--- config.mk ---
export PLATFORM = sky130hd
export DESIGN_NAME = im_loader
export DESIGN_NICKNAME = d
export VERILOG_FILES = /design/src/rtl/im_loader.sv
export SDC_FILE = /design/constraint.sdc
export NUM_CORES = 1
export LEC_CHECK = 0
export CAP_MARGIN = 20
export CORE_MARGIN = 1.5
export CORE_UTILIZATION = 50
export DETAILED_ROUTE_END_ITERATION = 12
export DONT_BUFFER_PORTS = 1
export SYNTH_ARGS = -nofsm -noshare
export SYNTH_HDL_FRONTEND = slang
export SYNTH_SLANG_ARGS = --single-unit
--- constraint.sdc ---
create_clock -name CLK -period 8.35 [get_ports CLK]
set_input_delay 1.67 -clock CLK [delete_from_list [all_inputs] [get_ports CLK]]
set_output_delay 1.67 -clock CLK [all_outputs]
set_load 0.02 [all_outputs]
--- src/rtl/im_loader.sv ---
// im_loader: length-prefixed, XOR-checksummed byte stream loader driving the instruction memory write port.
module im_loader #(
  parameter int DIM     = 1024,
  parameter int ADDR_W  = 10,
  parameter int TIMEOUT = 65535
) (
  input  logic              CLK,
  input  logic              RESET,
  input  logic              start,
  input  logic [7:0]        rx_data,
  input  logic              rx_valid,
  output logic              rx_ready,
  output logic              WE,
  output logic [ADDR_W-1:0] ADDRESS,
  output logic [31:0]       DATA,
  output logic              busy,
  output logic              done,
  output logic              error,
  output logic [ADDR_W:0]   words_written
);
  localparam logic [2:0] S_IDLE = 3'd0, S_LEN_HI = 3'd1, S_LEN_LO = 3'd2, S_DATA = 3'd3,
                         S_WRITE = 3'd4, S_CHECK = 3'd5, S_DONE = 3'd6, S_ERR = 3'd7;
  localparam logic [16:0] dim_l  = 17'(DIM);
  localparam logic [15:0] to_max = 16'(TIMEOUT - 1);
  localparam bit          to_en  = TIMEOUT != 0;
  logic [2:0]  state;
  logic [7:0]  len_hi, csum;
  logic [15:0] n, to_cnt, new_n;
  logic [1:0]  byte_cnt;
  logic        xfer, timed_out, last, bad_len;
  assign rx_ready  = state == S_LEN_HI || state == S_LEN_LO || state == S_DATA || state == S_CHECK;
  assign busy      = rx_ready || state == S_WRITE;
  assign WE        = state == S_WRITE;
  assign xfer      = rx_ready && rx_valid;
  assign timed_out = to_en && to_cnt == to_max;
  assign new_n     = {len_hi, rx_data};
  assign bad_len   = new_n == 16'd0 || {1'b0, new_n} > dim_l;
  assign last      = 16'(words_written) + 16'd1 == n;
  // State and all status outputs share one register set, so a reset kills any pending write instantly.
  always_ff @(posedge CLK or posedge RESET) begin
    if (RESET) begin
      state         <= S_IDLE;
      len_hi        <= '0;
      csum          <= '0;
      n             <= '0;
      to_cnt        <= '0;
      byte_cnt      <= '0;
      ADDRESS       <= '0;
      DATA          <= '0;
      done          <= 1'b0;
      error         <= 1'b0;
      words_written <= '0;
    end else begin
      case (state)
        S_IDLE, S_DONE, S_ERR: if (start) begin
          state         <= S_LEN_HI;
          done          <= 1'b0;
          error         <= 1'b0;
          ADDRESS       <= '0;
          words_written <= '0;
          csum          <= '0;
          to_cnt        <= '0;
        end
        S_WRITE: begin
          ADDRESS       <= ADDRESS + 1'b1;
          words_written <= words_written + 1'b1;
          to_cnt        <= '0;
          state         <= last ? S_CHECK : S_DATA;
        end
        default: if (xfer) begin
          to_cnt <= '0;
          case (state)
            S_LEN_HI: begin
              len_hi <= rx_data;
              state  <= S_LEN_LO;
            end
            S_LEN_LO: begin
              n        <= new_n;
              byte_cnt <= '0;
              error    <= bad_len;
              state    <= bad_len ? S_ERR : S_DATA;
            end
            S_DATA: begin
              DATA     <= {DATA[23:0], rx_data};
              csum     <= csum ^ rx_data;
              byte_cnt <= byte_cnt + 1'b1;
              state    <= byte_cnt == 2'd3 ? S_WRITE : S_DATA;
            end
            default: begin
              done  <= rx_data == csum;
              error <= rx_data != csum;
              state <= rx_data == csum ? S_DONE : S_ERR;
            end
          endcase
        end else if (timed_out) begin
          error <= 1'b1;
          state <= S_ERR;
        end else
          to_cnt <= to_cnt + 1'b1;
      endcase
    end
  end
endmodule
==> key figures, run 1 <==
Power and ir drop
  – Cell leakage power: 2.65 nW
  – Max rail drop VDD: 0.000199 V
  – Cell Pwr Density: 319 nW/um^2

Detailed routing
  – DRC Markers: 0
  – Vias per cell: 5.60
  – Post-DR wirelength/cell: 16.3 microns
  – Drt first pass iters: 5
  – Detailed-route via count: 3901
  – Antenna Nets Post-Route: 0
  – Routed WL: 11.4 mm
  – Initial DRC count: 163

Setup path
  – Setup CP Type: reg -> out
  – Critical Path RT: 6.68 ns
  – Start of the worst register-to-register path: state[1]
  – CP delay by family, top: simple AND/OR/NAND/NOR gates
  – Crit-path cells: nor2_1 -> nand2_1 -> inv_1
  – CP Buf/Inv Count: 1
  – Setup slack, reg-to-reg: 5.38 ns
  – CP arrival: 2.41 ns
  – Worst R2R End: ADDRESS[9]
  – CP Capture Type: primary output
  – Reg2Reg Depth: 7
  – Worst-path fanout max: 29
  – Crit path launch type: register
  – Crit-path slowest cell: inv_1
  – Slowest stage delay, CP: 0.67 ns

Timing
  – Clock Skew: 0.00912 ns
  – Slew Viols, Final: 0
  – Setup Viol. Count Final: 0
  – Setup TNS: 0 ns
  – Fmax achieved: 0.245 GHz
  – RSZ-0062 raised after global routing: no
  – Tightest Pin Transition: 0.841 ns
  – Setup ws final: 4.27 ns
  – Final hold vios: 0
  – Rel. slew slack: 0.437
  – Fin crit share: 0.489
  – Min Tclk post-route: 4.08 ns

Synth
  – Flops & latches, synth: 108
  – Mean Syn Cell Area: 9.43 sq um
  – Count of different cell masters after synthesis: 63
  – Syn Inst Count: 567
  – Syn nets: 584
  – Post-synth ARST share: 1.00
  – Synth area leaders: dfrtp_1 (51%), nand2_1 (11%), mux2_2 (5.1%)
  – Yosys top cell area share: 0.506
  – Mapped cell area: 5350 sq um
  – Synth Flop Type: dfrtp_1
  – Sequential element share of the synthesized area: 0.506
  – Area leader, netlist: dfrtp_1
  – Yosys warnings: 0
  – Post-synth EDFFs: 0

Global route
  – Largest net degree at the start of global routing: 62
  – Vias in the first global route: 3778
  – Initial antenna violation count: 0
  – Congestion Overflow GR: 0
  – Global-route wire length before repair: 19.1 mm
  – Gr usage total: 0.215

Clocking
  – Clock slew at reported path FFs: 0.10 ns
  – CTS buffer count: 9
  – H-tree depth: 3
  – Clk sinks: 108
  – Worst-case clock buffer depth: 2
  – CTS Root Cell: clkbuf_8
  – CTS tree: yes
  – Setup bufs post-CTS: 0
  – Hold-fix buffers, CTS: 0
  – Post-CTS sizing: 0
  – Clock latency at the later pin of the worst-skew pair: 0.38 ns

Cells and area
  – FILL cells: 955
  – Nets: 574
  – Synthesis-to-layout area growth: 5.31%
  – Final core occ: 0.543
  – Finished Cell Area: 5630 sq um
  – ANT cells: 0
  – Share of layout cells above drive strength 1: 0.107

Placement
  – PortBufs: 0
  – Post-DP HPWL: 7.96 mm
  – Worst Setup Slack post-DPL: 4.69 ns
  – GPL Wtd Cong: 0.881
  – Placed Area: 5450 sq um

Outcome
  – Status: completed

Min path
  – Hold EP: csum[5]
  – HP Start: csum[5]
  – Hold path depth: 1
  – Hold Path Class: reg -> reg

Die
  – Die area: 11300 sq um
  – Initial Util: 0.515
  – Site row count: 37
  – CORE AREA: 10400 sq um
  – Die Wd: 106 microns
  – I/O pins: 70
  – Die height: 106 microns

Run
  – Max-Cap Viols: 0
[per-layer routing]
metal | track usage | vias up | part of all wire
met5 | 0 | - | 0
met2 | 0.350 | 83 | 0.48
met4 | 0.0589 | 0 | 0.0098
met1 | 0.271 | 1881 | 0.45
li1 | - | 1928 | -
met3 | 0.0779 | 9 | 0.065
[cell usage in the layout, fill, tap and decap left out, drive strengths merged, types with 4 or more instances in the layout]
cell,instances
buf,6
mux2i,9
o21ai,37
a31oi,10
o211ai,6
nand3,23
nand2,153
nor3,8
and2,4
xor2,20
nor4,5
xnor2,11
clkbuf,13
nor2,35
o31ai,7
and3,10
dfrtp,108
inv,11
a21oi,7
ha,5
nand4,6
mux2,24
[power breakdown]
part           internal [mW]  switching, mW
clock                  0.145          0.167
combinational          0.233          0.321
sequential             0.682          0.244
total                   1.06          0.733
[cell families after synthesis]
kind of cell / count (synthesis) / synth area share
xor gates and xnor gates: 31 / 0.0508
muxes: 33 / 0.0674
DFF: 108 / 0.506
AOI/OAI and AO/OA: 93 / 0.119
adders and majority gates: 5 / 0.0117
and+or+nand+nor: 259 / 0.214
buffers and inverters: 38 / 0.0321
[worst max path at each step]
stage / startpoint / to / slack (ns) / cells after the start
global route: state[1] / WE / 4.06 / 3
detailed placement: state[1] / WE / 4.69 / 3
global placement: state[1] / WE / 4.80 / 3
floorplan: RESET / ADDRESS[0] / 3.83 / 1
finish: state[1] / WE / 4.27 / 3
CTS: state[1] / WE / 4.26 / 3
[area by class of cell]
| type | count | area [sq um] | share of cell area |
|---|---|---|---|
| Clock buffer | 13 | 149 | 0.0265 |
| Clock inverter | 2 | 35.0 | 0.00622 |
| Inverter | 11 | 43.8 | 0.00778 |
| Multi-Input combinational cell | 421 | 2480 | 0.440 |
| Sequential cell | 108 | 2700 | 0.480 |
| Tap cell | 136 | 170 | 0.0302 |
| Timing Repair Buffer | 6 | 52.6 | 0.00934 |
[state kept, by name, summed over array words and instances, names as in the netlist, 2 cells and up]
register       count
DATA              32
n                 16
to_cnt            16
words_written     11
ADDRESS           10
csum               8
len_hi             8
state              3
byte_cnt           2
[worst register-to-register path, stage by stage, from the launching register on]
cell     delay [ns]
dfrtp_1        0.54
nor2_1         0.28
nand2_1        0.53
inv_1          0.68
nand2_1        0.20
nor3_1         0.33
nand3_1        0.14
mux2i_1        0.15
[per-stage QoR]
stage	instances	total power, mW	hold slack [ns]
after floorplan	567	1.36	0.454
after global placement	681	1.47	0.476
after CTS	697	1.81	0.501
after detailed placement	682	1.50	0.483
after global routing	697	1.93	0.523
final	697	1.79	0.500
[synthesized netlist by cell type, drive strengths merged (5+ instances only)]
master	number
nor3	8
o21ai	37
nand3	23
nor4	5
inv	11
mux2i	9
o211ai	6
and3	10
a31oi	10
dfrtp	108
nand2	153
xnor2	11
mux2	24
buf	10
clkbuf	17
a21oi	7
o31ai	7
ha	5
xor2	20
nand4	6
nor2	35
Note: power is estimated with default switching activity, not from simulation.
==> run 2, diff against run 1 <==
clock period = 3.9 ns   (was 8.35 ns; I/O delays follow)
==> key figures, run 2 (synthesis results as in run 1) <==
Clocking
  – Hold-fix buffers, CTS: 0
  – CTS tree: yes
  – CTS Root Cell: clkbuf_8
  – Clk sinks: 108
  – Setup bufs post-CTS: 0
  – Worst-case clock buffer depth: 2
  – Post-CTS sizing: 0
  – H-tree depth: 3
  – Clock latency at the later pin of the worst-skew pair: 0.38 ns
  – CTS buffer count: 9
  – Clock slew at reported path FFs: 0.10 ns

Setup path
  – Worst-path fanout max: 29
  – Crit-path slowest cell: dfrtp_1
  – Slowest stage delay, CP: 0.54 ns
  – Critical Path RT: 3.12 ns
  – CP arrival: 1.93 ns
  – Crit-path cells: nor2_1 -> nand2_1 -> buf_4 -> inv_1
  – Setup CP Type: reg -> out
  – CP Capture Type: primary output
  – Crit path launch type: register

Detailed routing
  – Antenna Nets Post-Route: 0
  – Drt first pass iters: 5
  – Detailed-route via count: 3994
  – Post-DR wirelength/cell: 16.5 microns
  – Routed WL: 11.5 mm
  – Initial DRC count: 185
  – Vias per cell: 5.72
  – DRC Markers: 0

Timing
  – Clock Skew: 0.00884 ns
  – Setup Viol. Count Final: 0
  – Slew Viols, Final: 0
  – Min Tclk post-route: 2.71 ns
  – Tightest Pin Transition: 0.803 ns
  – Setup TNS: 0 ns
  – Rel. slew slack: 0.462
  – Fmax achieved: 0.369 GHz
  – RSZ-0062 raised after global routing: no
  – Final hold vios: 0
  – Fin crit share: 0.696

Global route
  – Largest net degree at the start of global routing: 67
  – Initial antenna violation count: 0
  – Vias in the first global route: 3945
  – Congestion Overflow GR: 0
  – Gr usage total: 0.217
  – Global-route wire length before repair: 19.3 mm

Power and ir drop
  – Cell leakage power: 2.67 nW
  – Cell Pwr Density: 685 nW/um^2
  – Max rail drop VDD: 0.000436 V

Cells and area
  – Finished Cell Area: 5680 sq um
  – Synthesis-to-layout area growth: 6.25%
  – Commonest non-fill, non-tap cell in the layout: nand2_1
  – Largest register by flop count: DATA
  – Number of flip-flops in the largest register: 32
  – Commonest non-fill, non-tap cells in the layout: nand2_1 (153), dfrtp_1 (108), o21ai_0 (36)
  – Area of the multi-input gates: 2480 sq um
  – Share of layout cells above drive strength 1: 0.112
  – Largest regs: DATA x32, n x16, to_cnt x16
  – FILL cells: 951
  – Nets: 575
  – Reg area: 2700 sq um
  – ANT cells: 0

Min path
  – Hold Path Class: in -> async

Placement
  – PortBufs: 0
  – Post-DP HPWL: 8.01 mm
  – Placed Area: 5480 sq um
  – GPL Wtd Cong: 0.869

Die
  – CORE AREA: 10400 sq um
  – Initial Util: 0.515
  – Site row count: 37
  – Die area: 11300 sq um
  – Die Wd: 106 microns
  – Die height: 106 microns
  – I/O pins: 70

Outcome
  – Status: completed

Run
  – Max-Cap Viols: 0
[run 2: cell types whose count changed in the layout (fill, tap and decap cells not counted), sizes merged]
cell / change
clkbuf: -1
buf: +1
clkinvlp: +1
[run 2: critical path, delay by kind of cell (launching register included)]
| family | cells | cell delay (ns) |
|---|---|---|
| AND/OR/NAND/NOR | 2 | 0.34 |
| flip-flops | 1 | 0.54 |
| buffers and inverters | 2 | 0.67 |
[run 2: through the flow]
| stage | utilization | hold WS [ns] | power (mW) | cells | worst slack (ns) |
|---|---|---|---|---|---|
| final | 0.548 | 0.324 | 3.89 | 698 | 1.19 |
| after global placement | 0.526 | 0.472 | 3.15 | 682 | 1.50 |
| after global routing | 0.548 | 0.346 | 4.18 | 698 | 1.07 |
| after floorplan | - | 0.454 | 2.90 | 567 | 0.274 |
| after detailed placement | 0.528 | 0.488 | 3.23 | 683 | 1.43 |
| after CTS | 0.548 | 0.327 | 3.93 | 698 | 1.17 |
[run 2: path summary, 6_finish.rpt]
kind	to	cells after the start	slack (ns)	startpoint
setup reg to reg	to_cnt[7]	6	1.41	state[1]
hold / removal	to_cnt[5]	1	0.32	RESET
hold reg to reg	csum[1]	1	0.50	csum[1]
setup / recovery	WE	4	1.19	state[1]
min in group CLK	state[0]	1	0.50	rx_valid
max in group asynchronous	words_written[7]	2	2.84	RESET
[run 2: layout make-up]
type / instances / area share
Sequential cell: 108 / 0.476
Tap cell: 136 / 0.0300
Clock inverter: 3 / 0.00815
Inverter: 11 / 0.00771
Clock buffer: 12 / 0.0273
Timing Repair Buffer: 7 / 0.0150
Multi-Input combinational cell: 421 / 0.436
[run 2: power breakdown]
| group | leakage (nW) | switching, mW | internal (mW) |
|---|---|---|---|
| registers | 1.41 | 0.528 | 1.46 |
| logic | 1.16 | 0.694 | 0.513 |
| clock network | 0.0987 | 0.365 | 0.330 |
| total | 2.67 | 1.59 | 2.30 |
[run 2: layer usage]
metal	vias to the layer above	GRT usage	share of wire	wire, microns
met5	-	0	0	0
met4	0	0.0792	0.015	171
met3	12	0.0687	0.066	761
met2	107	0.340	0.47	5450
met1	1946	0.281	0.45	5150
li1	1929	-	-	-
==> run 3, diff against run 2 <==
PLACE_DENSITY = 0.68   (was not set)
clock period = 2.3 ns   (was 3.9 ns; I/O delays follow)
==> key figures, run 3 (synthesis results as in run 1) <==
Outcome
  – Status: completed

Power and ir drop
  – Net Sw Frac: 0.419
  – Cell leakage power: 2.75 nW
  – Cell Pwr Density: 1140 nW/um^2
  – Max rail drop VDD: 0.000512 V
  – Clock power share: 0.165
  – Final total power: 6.60 mW
  – Psw: 2.77 mW
  – Register share of total power: 0.496
  – Gate power share: 0.339
  – Internal: 3.83 mW

Setup path
  – Crit-path slowest cell: dfrtp_1
  – CP Buf/Inv Count: 2
  – Setup CP Type: reg -> out
  – Cell mode on critical path: buf_4
  – CP arrival: 1.71 ns
  – CP delay by family, top: flip-flops
  – Slowest stage delay, CP: 0.48 ns
  – Critical Path RT: 1.84 ns
  – Setup slack, reg-to-reg: 0.14 ns
  – Crit path launch type: register
  – Worst-path fanout max: 8
  – CP Capture Type: primary output
  – Crit-path cells: buf_4 -> nor3_1 -> nor2_2 -> buf_4

Timing
  – Setup TNS: 0 ns
  – Final hold vios: 0
  – Fmax achieved: 0.460 GHz
  – RSZ-0062 raised after global routing: no
  – Fin crit share: 0.945
  – Clock Skew: 0.00993 ns
  – Slew Viols, Final: 0
  – Tightest Pin Transition: 0.710 ns
  – Rel. slew slack: 0.527
  – Setup Viol. Count Final: 0
  – Min Tclk post-route: 2.17 ns

Clocking
  – Worst-case clock buffer depth: 2
  – Clock slew at reported path FFs: 0.10 ns
  – Clk sinks: 108
  – CTS Root Cell: clkbuf_8
  – Clock latency at the later pin of the worst-skew pair: 0.37 ns
  – CTS buffer count: 9
  – CTS tree: yes
  – H-tree depth: 3

Cells and area
  – Largest regs: DATA x32, n x16, to_cnt x16
  – Largest register by flop count: DATA
  – Nets: 596
  – Number of flip-flops in the largest register: 32
  – Synthesis-to-layout area growth: 8.33%
  – ANT cells: 0
  – Share of layout cells above drive strength 1: 0.151
  – Commonest non-fill, non-tap cells in the layout: nand2_1 (153), dfrtp_1 (108), o21ai_0 (36)
  – Commonest non-fill, non-tap cell in the layout: nand2_1

Detailed routing
  – Routed WL: 11.8 mm
  – Initial DRC count: 245
  – Drt first pass iters: 4
  – Antenna Nets Post-Route: 0
  – Detailed-route via count: 4079
  – DRC Markers: 0
  – Post-DR wirelength/cell: 16.3 microns
  – Vias per cell: 5.67

Min path
  – Hold Path Class: in -> async

Run
  – Max-Cap Viols: 0

Die
  – Site row count: 37
  – Initial Util: 0.515
  – CORE AREA: 10400 sq um
  – Die height: 106 microns
  – Die area: 11300 sq um
  – Die Wd: 106 microns
  – I/O pins: 70

Placement
  – PortBufs: 0
  – GPL Wtd Cong: 0.897
  – Post-DP HPWL: 8.22 mm

Global route
  – Global-route wire length before repair: 19.8 mm
  – Gr usage total: 0.219
  – Vias in the first global route: 3932
  – Initial antenna violation count: 0
  – Congestion Overflow GR: 0
  – Largest net degree at the start of global routing: 57
## run 3: changes by cell type in the layout (fill, tap and decap cells not counted), moves of 2 or more
cell	before	now
clkbuf_8	11	9
inv_6	0	2
buf_4	5	28
nor2_1	34	31
nor2_2	1	4
## run 3: power groups by stage
stage / sequential, mW / clock, mW / combinational, mW
2_1_floorplan: 3.19 / 0 / 1.74
3_3_place_gp: 3.30 / 0 / 2.13
3_5_place_dp: 3.33 / 0 / 2.22
4_1_cts: 3.29 / 1.12 / 2.23
5_1_grt: 3.36 / 1.18 / 2.54
6_report: 3.28 / 1.09 / 2.24
## run 3: per-layer routing
layer  wire length, microns  global-route usage
met1                   5520               0.306
met2                   5430               0.341
met3                    668              0.0521
met4                    152              0.0637
met5                      0                   0
## run 3: worst register-to-register path: cells and delay by family, from the launching register on
kind | cells | cell delay, ns
AOI/OAI and AO/OA | 3 | 0.70
and+or+nand+nor | 2 | 0.32
DFF | 1 | 0.48
muxes | 1 | 0.37
buffers and inverters | 1 | 0.20
## run 3: final timing paths
check	startpoint	cells after the start	to
setup / recovery	state[1]	4	busy
hold / removal	RESET	2	done
setup reg to reg	state[1]	7	state[2]
hold reg to reg	csum[1]	1	csum[1]
max in group asynchronous	RESET	2	DATA[1]
min in group CLK	rx_valid	1	state[0]
## run 3: layout make-up
| type | count | area, sq um |
|---|---|---|
| clock buffers | 11 | 131 |
| clock inverters | 5 | 42.5 |
| fillers | 950 | 4580 |
| inverters | 11 | 45.0 |
| multi-input cells | 421 | 2490 |
| flip-flops and latches | 108 | 2700 |
| well taps | 136 | 170 |
| repair buffers | 28 | 210 |
## run 3: repair_timing
item | 4_1_cts | 5_1_grt
setup endpoints to repair | 0 | 8
hold buffers | 0 | 0
setup buffers | 0 | 0
gates resized for setup | 0 | 5
## run 3: through the flow
step | area [sq um] | std cells | setup slack [ns] | hold slack, ns | util
3_5_place_dp | 5600 | 704 | 0.0952 | 0.488 | 0.540
6_report | 5790 | 720 | 0.127 | 0.164 | 0.558
3_3_place_gp | 5600 | 704 | 0.202 | 0.469 | 0.540
4_1_cts | 5780 | 720 | 0.0764 | 0.180 | 0.557
2_1_floorplan | 5350 | 567 | 0.203 | 0.454 | -
5_1_grt | 5790 | 720 | 0.00937 | 0.183 | 0.558
